<file path="config.mk">
export PLATFORM = sky130hd
export DESIGN_NAME = booth_divider
export DESIGN_NICKNAME = d
export VERILOG_FILES = /design/src/rtl/booth_divider.sv
export SDC_FILE = /design/constraint.sdc
export NUM_CORES = 1
export LEC_CHECK = 0
export ABC_AREA = 1
export BUFFER_PORTS_ARGS = -buffer_cell sky130_fd_sc_hd__buf_2
export CORE_UTILIZATION = 50
export DETAILED_ROUTE_END_ITERATION = 8
export PLACE_DENSITY = 0.68
export SYNTH_ARGS = -nofsm -noshare
export SYNTH_HDL_FRONTEND = slang
export SYNTH_SLANG_ARGS = --single-unit
</file>
<file path="constraint.sdc">
create_clock -name clk -period 8.7 [get_ports clk]
set_clock_uncertainty 0.15 [all_clocks]
set_input_delay 1.74 -clock clk [delete_from_list [all_inputs] [get_ports clk]]
set_output_delay 1.74 -clock clk [all_outputs]
set_load 0.005 [all_outputs]
</file>
<file path="src/rtl/booth_divider.sv">
// Sequential signed non-restoring divider: one quotient bit per clock on a
// shared add/sub step, with a final remainder restore and sign fix-up.
module booth_divider #(
    parameter int WIDTH = 32
) (
    input  logic             clk,
    input  logic             rst_n,
    input  logic             start,
    input  logic [WIDTH-1:0] dividend,
    input  logic [WIDTH-1:0] divisor,
    output logic [WIDTH-1:0] quotient,
    output logic [WIDTH-1:0] remainder,
    output logic             busy,
    output logic             done,
    output logic             div_by_zero
);

    localparam int CW = $clog2(WIDTH + 1);

    typedef enum logic [1:0] {
        IDLE = 2'd0,
        CALC = 2'd1,
        CORR = 2'd2,
        DONE = 2'd3
    } state_e;

    state_e           state_q, state_d;
    logic [WIDTH:0]   p_q, p_d;          // signed partial remainder
    logic [WIDTH-1:0] q_q, q_d;          // dividend magnitude shifting out, quotient shifting in
    logic [WIDTH-1:0] d_q, d_d;          // divisor magnitude
    logic [CW-1:0]    cnt_q, cnt_d;
    logic             sgn_q_q, sgn_q_d;
    logic             sgn_r_q, sgn_r_d;
    logic [WIDTH-1:0] quo_q, quo_d;
    logic [WIDTH-1:0] rem_q, rem_d;
    logic             done_q, done_d;
    logic             dbz_q, dbz_d;

    logic [WIDTH-1:0] dvd_mag;
    logic [WIDTH-1:0] dvs_mag;
    logic [WIDTH:0]   p_shift;
    logic [WIDTH:0]   p_step;
    logic [WIDTH:0]   p_fix;

    // Two's-complement negation of the most-negative value wraps to itself,
    // which is exactly the unsigned magnitude 2^(WIDTH-1).
    assign dvd_mag = dividend[WIDTH-1] ? -dividend : dividend;
    assign dvs_mag = divisor[WIDTH-1]  ? -divisor  : divisor;

    assign p_shift = {p_q[WIDTH-1:0], q_q[WIDTH-1]};
    assign p_step  = p_shift[WIDTH] ? (p_shift + {1'b0, d_q})
                                    : (p_shift - {1'b0, d_q});
    assign p_fix   = p_q[WIDTH] ? (p_q + {1'b0, d_q}) : p_q;

    always_comb begin
        // NOTE: every target gets a default first so no path leaves one unassigned (no latches).
        state_d = state_q;
        p_d     = p_q;
        q_d     = q_q;
        d_d     = d_q;
        cnt_d   = cnt_q;
        sgn_q_d = sgn_q_q;
        sgn_r_d = sgn_r_q;
        quo_d   = quo_q;
        rem_d   = rem_q;
        dbz_d   = dbz_q;
        done_d  = 1'b0;

        unique case (state_q)
            IDLE: begin
                if (start) begin
                    if (divisor == '0) begin
                        quo_d   = '1;
                        rem_d   = dividend;
                        dbz_d   = 1'b1;
                        done_d  = 1'b1;
                        state_d = DONE;
                    end else begin
                        q_d     = dvd_mag;
                        d_d     = dvs_mag;
                        p_d     = '0;
                        cnt_d   = CW'(WIDTH);
                        sgn_q_d = dividend[WIDTH-1] ^ divisor[WIDTH-1];
                        sgn_r_d = dividend[WIDTH-1];
                        state_d = CALC;
                    end
                end
            end
            CALC: begin
                // The sign after the add/sub is the restoring-division comparison result.
                p_d   = p_step;
                q_d   = {q_q[WIDTH-2:0], ~p_step[WIDTH]};
                cnt_d = cnt_q - CW'(1);
                if (cnt_q == CW'(1)) begin
                    state_d = CORR;
                end
            end
            CORR: begin
                p_d     = p_fix;
                quo_d   = sgn_q_q ? -q_q : q_q;
                rem_d   = sgn_r_q ? -p_fix[WIDTH-1:0] : p_fix[WIDTH-1:0];
                dbz_d   = 1'b0;
                done_d  = 1'b1;
                state_d = DONE;
            end
            DONE: begin
                state_d = IDLE;
            end
            default: begin
                state_d = IDLE;
            end
        endcase
    end

    // NOTE: sequential state uses non-blocking assignments only, so every register samples pre-edge values.
    always_ff @(posedge clk or negedge rst_n) begin
        if (!rst_n) begin
            state_q <= IDLE;
            p_q     <= '0;
            q_q     <= '0;
            d_q     <= '0;
            cnt_q   <= '0;
            sgn_q_q <= 1'b0;
            sgn_r_q <= 1'b0;
            quo_q   <= '0;
            rem_q   <= '0;
            done_q  <= 1'b0;
            dbz_q   <= 1'b0;
        end else begin
            state_q <= state_d;
            p_q     <= p_d;
            q_q     <= q_d;
            d_q     <= d_d;
            cnt_q   <= cnt_d;
            sgn_q_q <= sgn_q_d;
            sgn_r_q <= sgn_r_d;
            quo_q   <= quo_d;
            rem_q   <= rem_d;
            done_q  <= done_d;
            dbz_q   <= dbz_d;
        end
    end

    assign quotient    = quo_q;
    assign remainder   = rem_q;
    assign done        = done_q;
    assign div_by_zero = dbz_q;
    assign busy        = (state_q == CALC) || (state_q == CORR);

endmodule
</file>
After elaboration in Yosys (flattened, before gate mapping). Cells that the tools add are included.

Output and inout bits: 67. Flip-flop bits (word level): 173.

Add/subtract/negate cells: 8. Bitwise operators: 3. Reductions and logical operators: 11. Mux-type cells: 31. Eq/ne operators: 8.

Operator list (count): two-way mux 32 bit (10); case mux 32 bit (2 select lines) (3); two-way mux 33 bit (4); negation 32 bit (4); case mux 33 bit (3 select lines) (1); adder 33 x 32 -> 33 bit (2); subtractor 33 x 32 -> 33 bit (1); zero test 32 bit (1); two-way mux 6 bit (2); case mux 6 bit (2 select lines) (1); AND reduction 3 bit (4); != test 2 bit, second input constant (4); case mux 2 bit (4 select lines) (1); equality test 6 x 1 -> 1 bit, second input constant (1); two-way mux 2 bit (3); subtractor 6 x 1 -> 6 bit, second input constant (1); equality test 2 bit, second input constant (2); two-way mux 1 bit (4); case mux 1 bit (2 select lines) (2); nonzero test 2 bit (2); nonzero test 3 bit (1); equality test 2 x 1 -> 1 bit, second input constant (1); zero test 2 bit (1); NOT 1 bit (2); 3 further kinds (3).

Logic depth before layout (Yosys ltp). Gate-level depths: netlist of run 1.

Word-level depth: 5. Mapped depth: 26.

Least setup slack after synthesis of run 1. Ideal clock, no wire load.

Path type: in2reg. Start point: in divisor[1]. End point: reg q_q[4]. Setup slack: 5002 ps. Data arrival time: 3418 ps. Stages on the path: 13. Setup time: 131 ps. Buffers on the path: 2. Cells stage by stage: inv_1 ha_1 nand2_1 nor3_2 nand3_1 nor3_2 nor3_2 a21oi_2 inv_1 clkbuf_1 buf_2 o211ai_1 o21ai_0.

Word-level cells in the longest chain between the ends: 3.

RTL lines: start, declared (RTL line 10) `input logic [WIDTH-1:0] divisor,`; zero test 32 bit (RTL line 72) `if (divisor == '0) begin`; != test 2 bit (no source line); AND reduction 3 bit (no source line); end signal, assigned (RTL line 132) `q_q <= q_d;`; end, declared (RTL line 29) `logic [WIDTH-1:0] q_q, q_d;`.

Every way passes these cells. A chain may end at the register's enable or synchronous reset.

Worst setup path after layout of run 1.
Start point: in divisor[1]. End point: reg p_q[25].

Word-level cells in the longest chain between the ends: 3.

RTL lines: zero test 32 bit (RTL line 72); != test 2 bit (no source line); AND reduction 3 bit (no source line); end signal, assigned (RTL line 131) `p_q <= p_d;`; end, declared (RTL line 28) `logic [WIDTH:0] p_q, p_d;`.

Every way passes these cells.

==> impl_metrics.tcl, run 1 <==
set metrics [dict create \
    crit_required_ps 8910 \
    numCtsBuffers 17 \
    worstSetupStartpointType "input pin" \
    hold_violations 0 \
    synth_edf_count 0 \
    cp-end-kind "register" \
    grt-ovfl-total 0 \
    nets 2767 \
    synth.area.top_cells "dfrtp_1 27%, nand2_1 17%, inv_1 7.9%, o21ai_0 7.1%, nor2_1 6.4%" \
    crit_fanout 24 \
    dieArea_mm2 0.0325 \
    grt_usage_pct 35.0 \
    cp.arrival_ps 5100 \
    fin_crit_ps 4890 \
    antenna_cells 0 \
    clk_path_buf_depth 2 \
    yosys.area.top_type "dfrtp_1" \
    cellLeakagePower_uw 0.00901 \
    wl_per_cell_um 18.4 \
    htreeDepth 4 \
    finalWirelength_um 55900 \
    synth_nets 2682 \
    syn_inst 2539 \
    die_w_um 180 \
    dpl.hpwl_um 44100 \
    crit_type "input pin to register" \
    start_util_pct 51.4 \
    grt_pass1_wl_um 88400 \
    crit_family "simple AND/OR/NAND/NOR gates" \
    detail-route-antenna-nets 0 \
    grt_pass1_vias 16200 \
    ys.flop_type "dfrtp_1" \
    worstPathCellList "buf_2 -> inv_1 -> ha_1 -> nand2_1 -> nor3_2 -> nand3_1 -> nor3_2 -> nor3_2 -> buf_4 -> nor2_1 -> inv_1 -> o21ai_0" \
    clk_latency_ps 460 \
    synth_area_mm2 0.0159 \
    rsz0062_at_grt "false" \
    die_h_um 180 \
    vdd_drop_max_mv 0.398 \
    ys_seq_elements 173 \
    ctsHoldBuffers 0 \
    area_growth_pct 9.92 \
    drive_above_1_share_pct 9.48 \
    cts.sinks 173 \
    slew_viol_final 0 \
    grt_start_max_net_pins 110 \
    antenna_found_initial 1 \
    powerDensity_mw_per_mm2 368 \
    power_uw 6430 \
    cpMostUsedCell "nor3_2" \
    post-route-period-util_pct 56.2 \
    timing.fmax_mhz 205 \
    postCtsSetupBuffers 0 \
    ys_types 52 \
    place.port_buffers 133 \
    timing.hold.ws_ps 331 \
    cts_root_buf "clkbuf_16" \
    place_congestion 0.988 \
    ys_warn_count 0 \
    synth_simple_gate_area_share_pct 34.1 \
    status "finished, final reports clean" \
    path_buf_inv 4 \
    core_area_mm2 0.0309 \
    fin_ws_ps 3810 \
    synth-compound-area-share_pct 16.9 \
    via_per_inst 5.64 \
    synthArstFlopShare_pct 100 \
    tightest_slew_ps 1150 \
    crit_slowest_cell "nor2_1" \
    maxCapViolations 0 \
    cts_tree "done" \
    drcViolationCount 0 \
    synth_xor_area_share_pct 5.40 \
    ys_seq_area_share_pct 27.2 \
    placed_cell_area_mm2 0.0168 \
    fill_cells 3217 \
    syn_area_per_cell_um2 6.26 \
    synth_top_family_by_area "simple AND/OR/NAND/NOR gates" \
    rows 64 \
    slew_headroom_pct 23.3 \
    synthAdderAreaFrac_pct 6.08 \
    num_vias 17100 \
    setup_tns_ps 0 \
    hold_class "register to register" \
    synth_top_cell_area_share_pct 27.2 \
    post-place-ws_ps 2970 \
    setup_viol 0 \
    clk_pin_slew_worst_paths_ps 80 \
    drt-pass1-iter-count 6 \
    drtIter0Drc 1391 \
    synth_mux_area_share_pct 0 \
    max_stage_delay_ps 760 \
    design_area_mm2 0.0175 \
    ioPinCount 134 \
    cts_resized 0 \
]
==> power breakdown <==
group | switching (uW) | internal (uW)
clock network | 374 | 438
logic | 2730 | 1340
registers | 416 | 1140
==> synth_stat cells (2+ instances only) <==
cell type,n
nor3_2,5
o211ai_1,21
a21oi_1,124
o21ai_2,4
nand3_1,178
inv_1,336
nand2_2,10
or2_2,17
xnor2_1,32
buf_1,6
o21bai_1,2
buf_2,18
o21ai_1,11
nand3b_1,5
nor3_1,27
a21o_1,3
ha_1,74
buf_4,2
o31ai_1,7
clkbuf_1,55
nand4_1,29
a21boi_0,2
a22o_1,7
nor4_1,12
nand2_1,710
a41oi_1,17
fa_1,2
o21a_1,6
inv_2,12
dfrtp_1,173
nand3_2,4
and2_1,2
a31oi_1,26
o21ai_0,224
nor2_4,3
o22ai_1,18
nor2_2,7
xor2_1,66
nor2_1,269
==> worst paths after layout <==
kind | from | end | slack (ps) | cells after the start
setup reg to reg | d_q[2] | q_q[0] | 3930 | 23
max in group asynchronous | rst_n | p_q[32] | 5700 | 2
setup / recovery | divisor[1] | p_q[25] | 3810 | 12
min in group asynchronous | rst_n | remainder[17] | 1220 | 1
hold / removal | quotient[25] | quotient[25] | 330 | 2
hold reg to reg | quotient[25] | quotient[25] | 330 | 2
==> registers in the layout (all words and copies together), names as in the netlist <==
signal / cells
p_q: 33
d_q: 32
q_q: 32
quotient: 32
remainder: 32
cnt_q: 6
state_q: 2
div_by_zero: 1
done: 1
sgn_q_q: 1
sgn_r_q: 1
==> per-stage QoR <==
stage | std cells | utilization [%]
finish | 3033 | 56.5
global route | 3033 | 56.5
CTS | 3032 | 56.4
detailed placement | 3000 | 54.5
global placement | 3000 | 54.5
floorplan | 2539 | -
==> kinds of logic (layout without fill, tap and decap cells) <==
kind of cell	Yosys count	count (layout)
xor+xnor	98	98
buf+inv	429	527
fa+ha+maj	76	76
simple gates	1284	1284
flops	173	173
compound gates	479	479
==> worst reg2reg max path, cell delays in order, from the launching register on <==
cell      delay [ps]
dfrtp_1          540
or2_1            310
nor2_1           180
nand4_1          170
nor2_1           180
nand2_1          100
nor2_1           200
nand3_1          150
nand3b_1         280
o21ai_0          260
xor2_1           240
ha_1             370
nand2_1          190
inv_1             80
a21oi_1          220
o21ai_0          130
a21oi_1          120
inv_1            100
nand2_1          100
nand3_1           80
o21ai_1           90
nand3_1          190
o211ai_1         150
o21ai_1           90
==> layout make-up <==
class                           count  area, um^2  share of cell area [%]
Multi-Input combinational cell   1937        9940                    56.9
Tap cell                          396         495                    2.84
Inverter                          348        1310                    7.48
Sequential cell                   173        4330                    24.8
Timing Repair Buffer              147         800                    4.58
Clock buffer                       18         439                    2.51
Clock inverter                     14         159                   0.909
==> placed cells by master, fill, tap and decap left out, drive strengths merged, types with 12 or more instances in the layout <==
master	netlist	final
o21ai	239	239
clkbuf	55	19
nand3	183	183
ha	74	74
xnor2	32	32
nor4	12	12
nand4	30	30
xor2	66	66
nand2	721	721
or2	19	19
a21oi	125	125
o22ai	18	18
buf	26	146
a41oi	17	17
dfrtp	173	173
o211ai	21	21
nor2	280	280
nor3	32	32
a31oi	26	26
inv	348	353
==> per-layer routing <==
metal	global-route usage [%]	share of wire (%)
met1	47.6	45
met2	54.2	43
met3	8.08	8.5
met4	12.3	3.2
met5	0	0
Note: power is estimated with default switching activity, not from simulation.
==> run 2, diff against run 1 <==
--- a/config.mk
+++ b/config.mk
@@ -5,7 +5,7 @@
 export SDC_FILE = /design/constraint.sdc
 export NUM_CORES = 1
 export LEC_CHECK = 0
-export ABC_AREA = 1
+export ABC_AREA = 0
 export BUFFER_PORTS_ARGS = -buffer_cell sky130_fd_sc_hd__buf_2
 export CORE_UTILIZATION = 50
 export DETAILED_ROUTE_END_ITERATION = 8
==> constraint.sdc (replaced) <==
create_clock -name clk -period 5.11 [get_ports clk]
set_clock_uncertainty 0.15 [all_clocks]
set_input_delay 1.022 -clock clk [delete_from_list [all_inputs] [get_ports clk]]
set_output_delay 1.022 -clock clk [all_outputs]
set_load 0.005 [all_outputs]
==> run 2 against run 1 <==
  * Core utilization rose by 0.76 points
  * Global-route usage fell by 6.3 points
  * Non-clock buffer count rose by 18
  * Combinational power rose by 65%
  * Via count fell by 21%
  * Total power rose by 66%
  * Die area fell by 8.9%
  * Worst setup slack got worse by 3400 ps
  * Final cell count fell by 24%
  * Clock-buffer cell count rose by 2
  * First-iteration DRC count fell by 21%
  * Area after synthesis fell by 9.0%
==> impl_metrics.tcl, run 2 <==
set metrics [dict create \
    status "finished, final reports clean" \
    multi_input_area_mm2 0.00961 \
    start_util_pct 51.5 \
    synth_top_cell_area_share_pct 29.9 \
    dpl.hpwl_um 31700 \
    setup_tns_ps 0 \
    nets 2045 \
    worstHoldStart "remainder[31]" \
    rows 61 \
    wl_per_cell_um 18.0 \
    ys_seq_area_share_pct 29.9 \
    powerDensity_mw_per_mm2 663 \
    antenna_found_initial 0 \
    fin_cells 2293 \
    cp.arrival_ps 4910 \
    setup_viol 0 \
    grt_pass1_wl_um 66400 \
    ys.flop_type "dfrtp_1" \
    fin_crit_ps 4700 \
    num_vias 13600 \
    synth-compound-area-share_pct 26.4 \
    regMostFlops "p_q" \
    ff2ff_setup_slack_ps 410 \
    vdd_drop_max_mv 0.265 \
    crit_type "register to register" \
    reg2reg_depth 18 \
    holdPathStages 2 \
    crit_required_ps 5320 \
    ys_types 86 \
    postCtsSetupBuffers 0 \
    detail-route-antenna-nets 0 \
    yosys.area.top_type "dfrtp_1" \
    finalWirelength_um 41300 \
    cellLeakagePower_uw 0.00694 \
    cts.sinks 173 \
    syn_area_per_cell_um2 7.95 \
    clk_latency_ps 440 \
    grt.busiest_layer "met2" \
    ctsHoldBuffers 0 \
    place_congestion 0.889 \
    die_w_um 172 \
    htreeDepth 4 \
    largest_reg_flops 33 \
    cp-end-kind "register" \
    grt_usage_pct 28.7 \
    ys_warn_count 0 \
    numCtsBuffers 17 \
    yosys-top-cells-count "213 x nand2_1, 178 x nor2_1, 173 x dfrtp_1, 169 x a21oi_1, 166 x o21ai_0" \
    grtUsageMet3_pct 3.14 \
    tightest_slew_ps 951 \
    r2r_end "q_q[0]" \
    drive_above_1_share_pct 12.9 \
    synth_nets 1961 \
    antenna_cells 0 \
    drcViolationCount 0 \
    syn_inst 1818 \
    rsz0062_at_grt "false" \
    use_met2_pct 49.4 \
    synth_simple_gate_area_share_pct 19.3 \
    synth_xor_area_share_pct 11.4 \
    met1_usage_pct 38.6 \
    synth_mux_area_share_pct 2.41 \
    grt_pass1_vias 12600 \
    min_to "remainder[31]" \
    place.port_buffers 133 \
    cts_tree "done" \
    clk_pin_slew_worst_paths_ps 70 \
    via_per_inst 5.93 \
    timing.fmax_mhz 213 \
    synth_top_family_by_area "compound AO/OA/AOI/OAI gates" \
    r2r_start "d_q[4]" \
    yosysMostFrequentCell "nand2_1" \
    post-route-period-util_pct 91.9 \
    synthArstFlopShare_pct 100 \
    crit_fanout 5 \
    dp.cells 2261 \
    cts_resized 0 \
    synth.area.top_cells "dfrtp_1 30%, xor2_1 7.0%, ha_1 6.4%, a21oi_1 5.8%, o21ai_0 5.7%" \
    grt_start_max_net_pins 99 \
    final-seq-area_mm2 0.00433 \
    grt-ovfl-total 0 \
    drtIter0Drc 1102 \
    area_growth_pct 11.3 \
    slew_headroom_pct 36.6 \
    dieArea_mm2 0.0296 \
    ys_seq_elements 173 \
    clk_path_buf_depth 2 \
    hold_violations 0 \
    cts_root_buf "clkbuf_16" \
    hold_class "register to register" \
    layout_commonest_cell "nand2_1" \
    fill_cells 2685 \
    worstSetupStartpointType "register" \
    synth_area_mm2 0.0145 \
    ioPinCount 134 \
    synth_edf_count 0 \
    slew_viol_final 0 \
    maxCapViolations 0 \
    core_area_mm2 0.0281 \
    layout_common_cells "213 x nand2_1, 178 x nor2_1, 172 x dfrtp_1, 168 x a21oi_1, 166 x o21ai_0" \
    drt-pass1-iter-count 5 \
    die_h_um 172 \
    synthAdderAreaFrac_pct 6.68 \
]
-- run 2: routing by layer --
layer | up-vias | share of wire (%)
met4 | 0 | 1.4
met1 | 6375 | 46
met2 | 434 | 48
met5 | - | 0
met3 | 28 | 5.4
li1 | 6762 | -
-- run 2: cells by family (layout without fill, tap and decap cells) --
| group | after synthesis | count (layout) |
|---|---|---|
| adders and majority gates | 76 | 76 |
| muxes | 34 | 34 |
| buffers and inverters | 141 | 238 |
| and+or+nand+nor | 605 | 605 |
| xor gates and xnor gates | 187 | 187 |
| AOI/OAI and AO/OA | 602 | 602 |
| DFF | 173 | 173 |
-- run 2: metrics by stage --
stage	utilization (%)	hold slack [ps]	cell area, um^2	power [uW]	setup WS (ps)
2_1_floorplan	-	315	14500	7410	959
4_1_cts	57.3	342	16100	10600	366
3_5_place_dp	55.2	326	15500	9290	395
5_1_grt	57.3	356	16100	11600	96.9
6_report	57.3	340	16100	10700	413
3_3_place_gp	55.2	322	15500	9200	339
-- run 2: worst max-delay path, cell delays in order, from the launching register on --
cell	delay, ps
dfrtp_1	420
or3_1	410
or3_1	340
nor2_1	250
a31oi_1	140
xor2_1	170
ha_1	350
a21o_1	200
a21o_1	170
a21oi_1	180
o21ai_0	150
a41oi_1	300
a21oi_1	100
buf_4	160
o211ai_1	220
o2111ai_1	160
xor2_1	380
mux2i_1	170
o21ai_0	190
-- run 2: final cells by class --
| cell class | count | area share, % |
|---|---|---|
| clock buffers | 20 | 2.78 |
| well taps | 378 | 2.94 |
| multi-input cells | 1504 | 59.7 |
| inverters | 41 | 0.956 |
| flip-flops and latches | 173 | 26.9 |
| repair buffers | 165 | 5.90 |
| clock inverters | 12 | 0.793 |
-- run 2: power by group --
part	switching [uW]	total (uW)	internal [uW]
clock	613	1310	698
combinational	3970	6690	2720
sequential	742	2670	1920
total	5320	10700	5340
-- run 2: how the worst max path moves through the flow --
stage / start / to / slack [ps] / depth (start not counted)
2_1_floorplan: d_q[4] / p_q[25] / 960 / 19
3_3_place_gp: d_q[4] / q_q[0] / 340 / 17
3_5_place_dp: d_q[3] / p_q[32] / 390 / 17
4_1_cts: d_q[3] / q_q[0] / 370 / 17
5_1_grt: d_q[3] / p_q[28] / 100 / 17
6_report: d_q[4] / q_q[0] / 410 / 18
==> run 3, diff against run 2 <==
--- a/config.mk
+++ b/config.mk
@@ -6,10 +6,11 @@
 export NUM_CORES = 1
 export LEC_CHECK = 0
 export ABC_AREA = 0
-export BUFFER_PORTS_ARGS = -buffer_cell sky130_fd_sc_hd__buf_2
 export CORE_UTILIZATION = 50
+export CTS_CLUSTER_DIAMETER = 30
 export DETAILED_ROUTE_END_ITERATION = 8
-export PLACE_DENSITY = 0.68
+export DONT_BUFFER_PORTS = 1
+export PLACE_DENSITY = 0.64
 export SYNTH_ARGS = -nofsm -noshare
 export SYNTH_HDL_FRONTEND = slang
 export SYNTH_SLANG_ARGS = --single-unit
==> run 3 against run 2 <==
  * Global-route usage shrank 0.61 points
  * First-iteration DRC count shrank 9.7%
  * Worst setup slack gained 9.7 ps
  * Register-to-register slack is essentially flat
  * Critical path depth shrank 1
  * Sequential power grew 2%
  * Via count shrank 3.5%
  * Critical endpoint is now p_q[32]
==> impl_metrics.tcl, run 3 (synthesized netlist as in run 2, its figures left out) <==
set metrics [dict create \
    timing.hold.ws_ps 125 \
    die_w_um 172 \
    rsz0062_at_grt "false" \
    ioPinCount 134 \
    fin_ws_ps 423 \
    clk_pin_slew_worst_paths_ps 70 \
    grt_pass1_vias 12100 \
    place.port_buffers 0 \
    area_growth_pct 6.32 \
    antenna_cells 0 \
    cp.arrival_ps 4850 \
    start_util_pct 51.5 \
    slew_viol_final 0 \
    grt-ovfl-total 0 \
    cts.sinks 173 \
    rows 61 \
    status "finished, final reports clean" \
    grt_pass1_wl_um 64600 \
    regMostFlops "p_q" \
    setup_viol 0 \
    cts_resized 0 \
    num_vias 13100 \
    vdd_drop_max_mv 0.276 \
    layout_commonest_cell "nand2_1" \
    cts_tree "done" \
    fin_crit_ps 4690 \
    crit_required_ps 5270 \
    timing.fmax_mhz 213 \
    numCtsBuffers 17 \
    worstSetupStartpointType "register" \
    clk_path_buf_depth 2 \
    ff2ff_setup_slack_ps 420 \
    hold_class "input pin to asynchronous set/reset pin" \
    post-place-ws_ps 451 \
    r2r_end "p_q[32]" \
    antenna_found_initial 1 \
    hold_violations 0 \
    dpl.hpwl_um 31200 \
    postCtsSetupBuffers 0 \
    crit_type "register to register" \
    slew_headroom_pct 34.7 \
    core_area_mm2 0.0281 \
    cellLeakagePower_uw 0.00642 \
    ctsHoldBuffers 0 \
    powerDensity_mw_per_mm2 678 \
    r2r_start "d_q[4]" \
    die_h_um 172 \
    largest_reg_flops 33 \
    maxCapViolations 0 \
    reg2reg_depth 17 \
    htreeDepth 4 \
    cp-end-kind "register" \
    dieArea_mm2 0.0296 \
    crit_fanout 5 \
    tightest_slew_ps 980 \
    final_util_pct 54.7 \
    nets 1908 \
    power_uw 10400 \
    drtIter0Drc 995 \
    clk_latency_ps 440 \
    drcViolationCount 0 \
    setup_tns_ps 0 \
    wl_per_cell_um 19.0 \
    cts_root_buf "clkbuf_16" \
    detail-route-antenna-nets 0 \
    via_per_inst 6.09 \
    place_congestion 0.937 \
    finalWirelength_um 40900 \
    grt_start_max_net_pins 174 \
    drive_above_1_share_pct 6.07 \
    layout_common_cells "213 x nand2_1, 178 x nor2_1, 173 x dfrtp_1, 168 x a21oi_1, 166 x o21ai_0" \
    grt_usage_pct 28.1 \
    post-route-period-util_pct 91.7 \
    drt-pass1-iter-count 5 \
]
run 3: metrics by stage:
stage	instances	area, um^2
after global placement	2124	14800
after floorplan	1818	14500
final	2156	15400
after detailed placement	2124	14800
after global routing	2156	15400
after CTS	2156	15400
run 3: area by class of cell:
cell class                 instances  area (um^2)
clock buffer                      19          433
clock inverter                    13          158
fill                            2676        12700
inverter                          41          154
multi-input combinational       1504         9610
sequential                       173         4330
tap                              378          473
timing repair buffer              28          223
run 3: worst max-delay path by stage:
stage	slack [ps]	start	end	depth (start not counted)
5_1_grt	4	d_q[3]	p_q[28]	17
3_3_place_gp	530	d_q[4]	p_q[28]	17
6_report	420	d_q[4]	p_q[32]	17
4_1_cts	420	d_q[4]	p_q[28]	17
2_1_floorplan	960	d_q[4]	p_q[25]	19
3_5_place_dp	450	d_q[4]	p_q[32]	17
run 3: critical path: stages, from the launching register on:
cell and delay [ps]:
dfrtp_1 420, or3_1 400, nor3b_1 360, and2_1 230, and3b_1 210, nand2_1 130
nor3b_1 550, a31oi_1 190, xor2_1 180, ha_1 350, a21o_1 190, a21o_1 160
a21oi_1 250, nand2b_1 140, o2111ai_1 140, xor2_1 250, a2bb2oi_1 180, o22ai_1 80
run 3: metal layers:
layer	wire length, um	track usage [%]
met1	18600	37.6
met2	18200	45.2
met3	2900	4.83
met4	1170	10.7
met5	0	0
run 3: report_power, final:
part | internal (uW) | total, uW | switching, uW
Combinational | 2520 | 6350 | 3830
Sequential | 1920 | 2720 | 797
Clock | 735 | 1350 | 610
Total | 5180 | 10400 | 5230
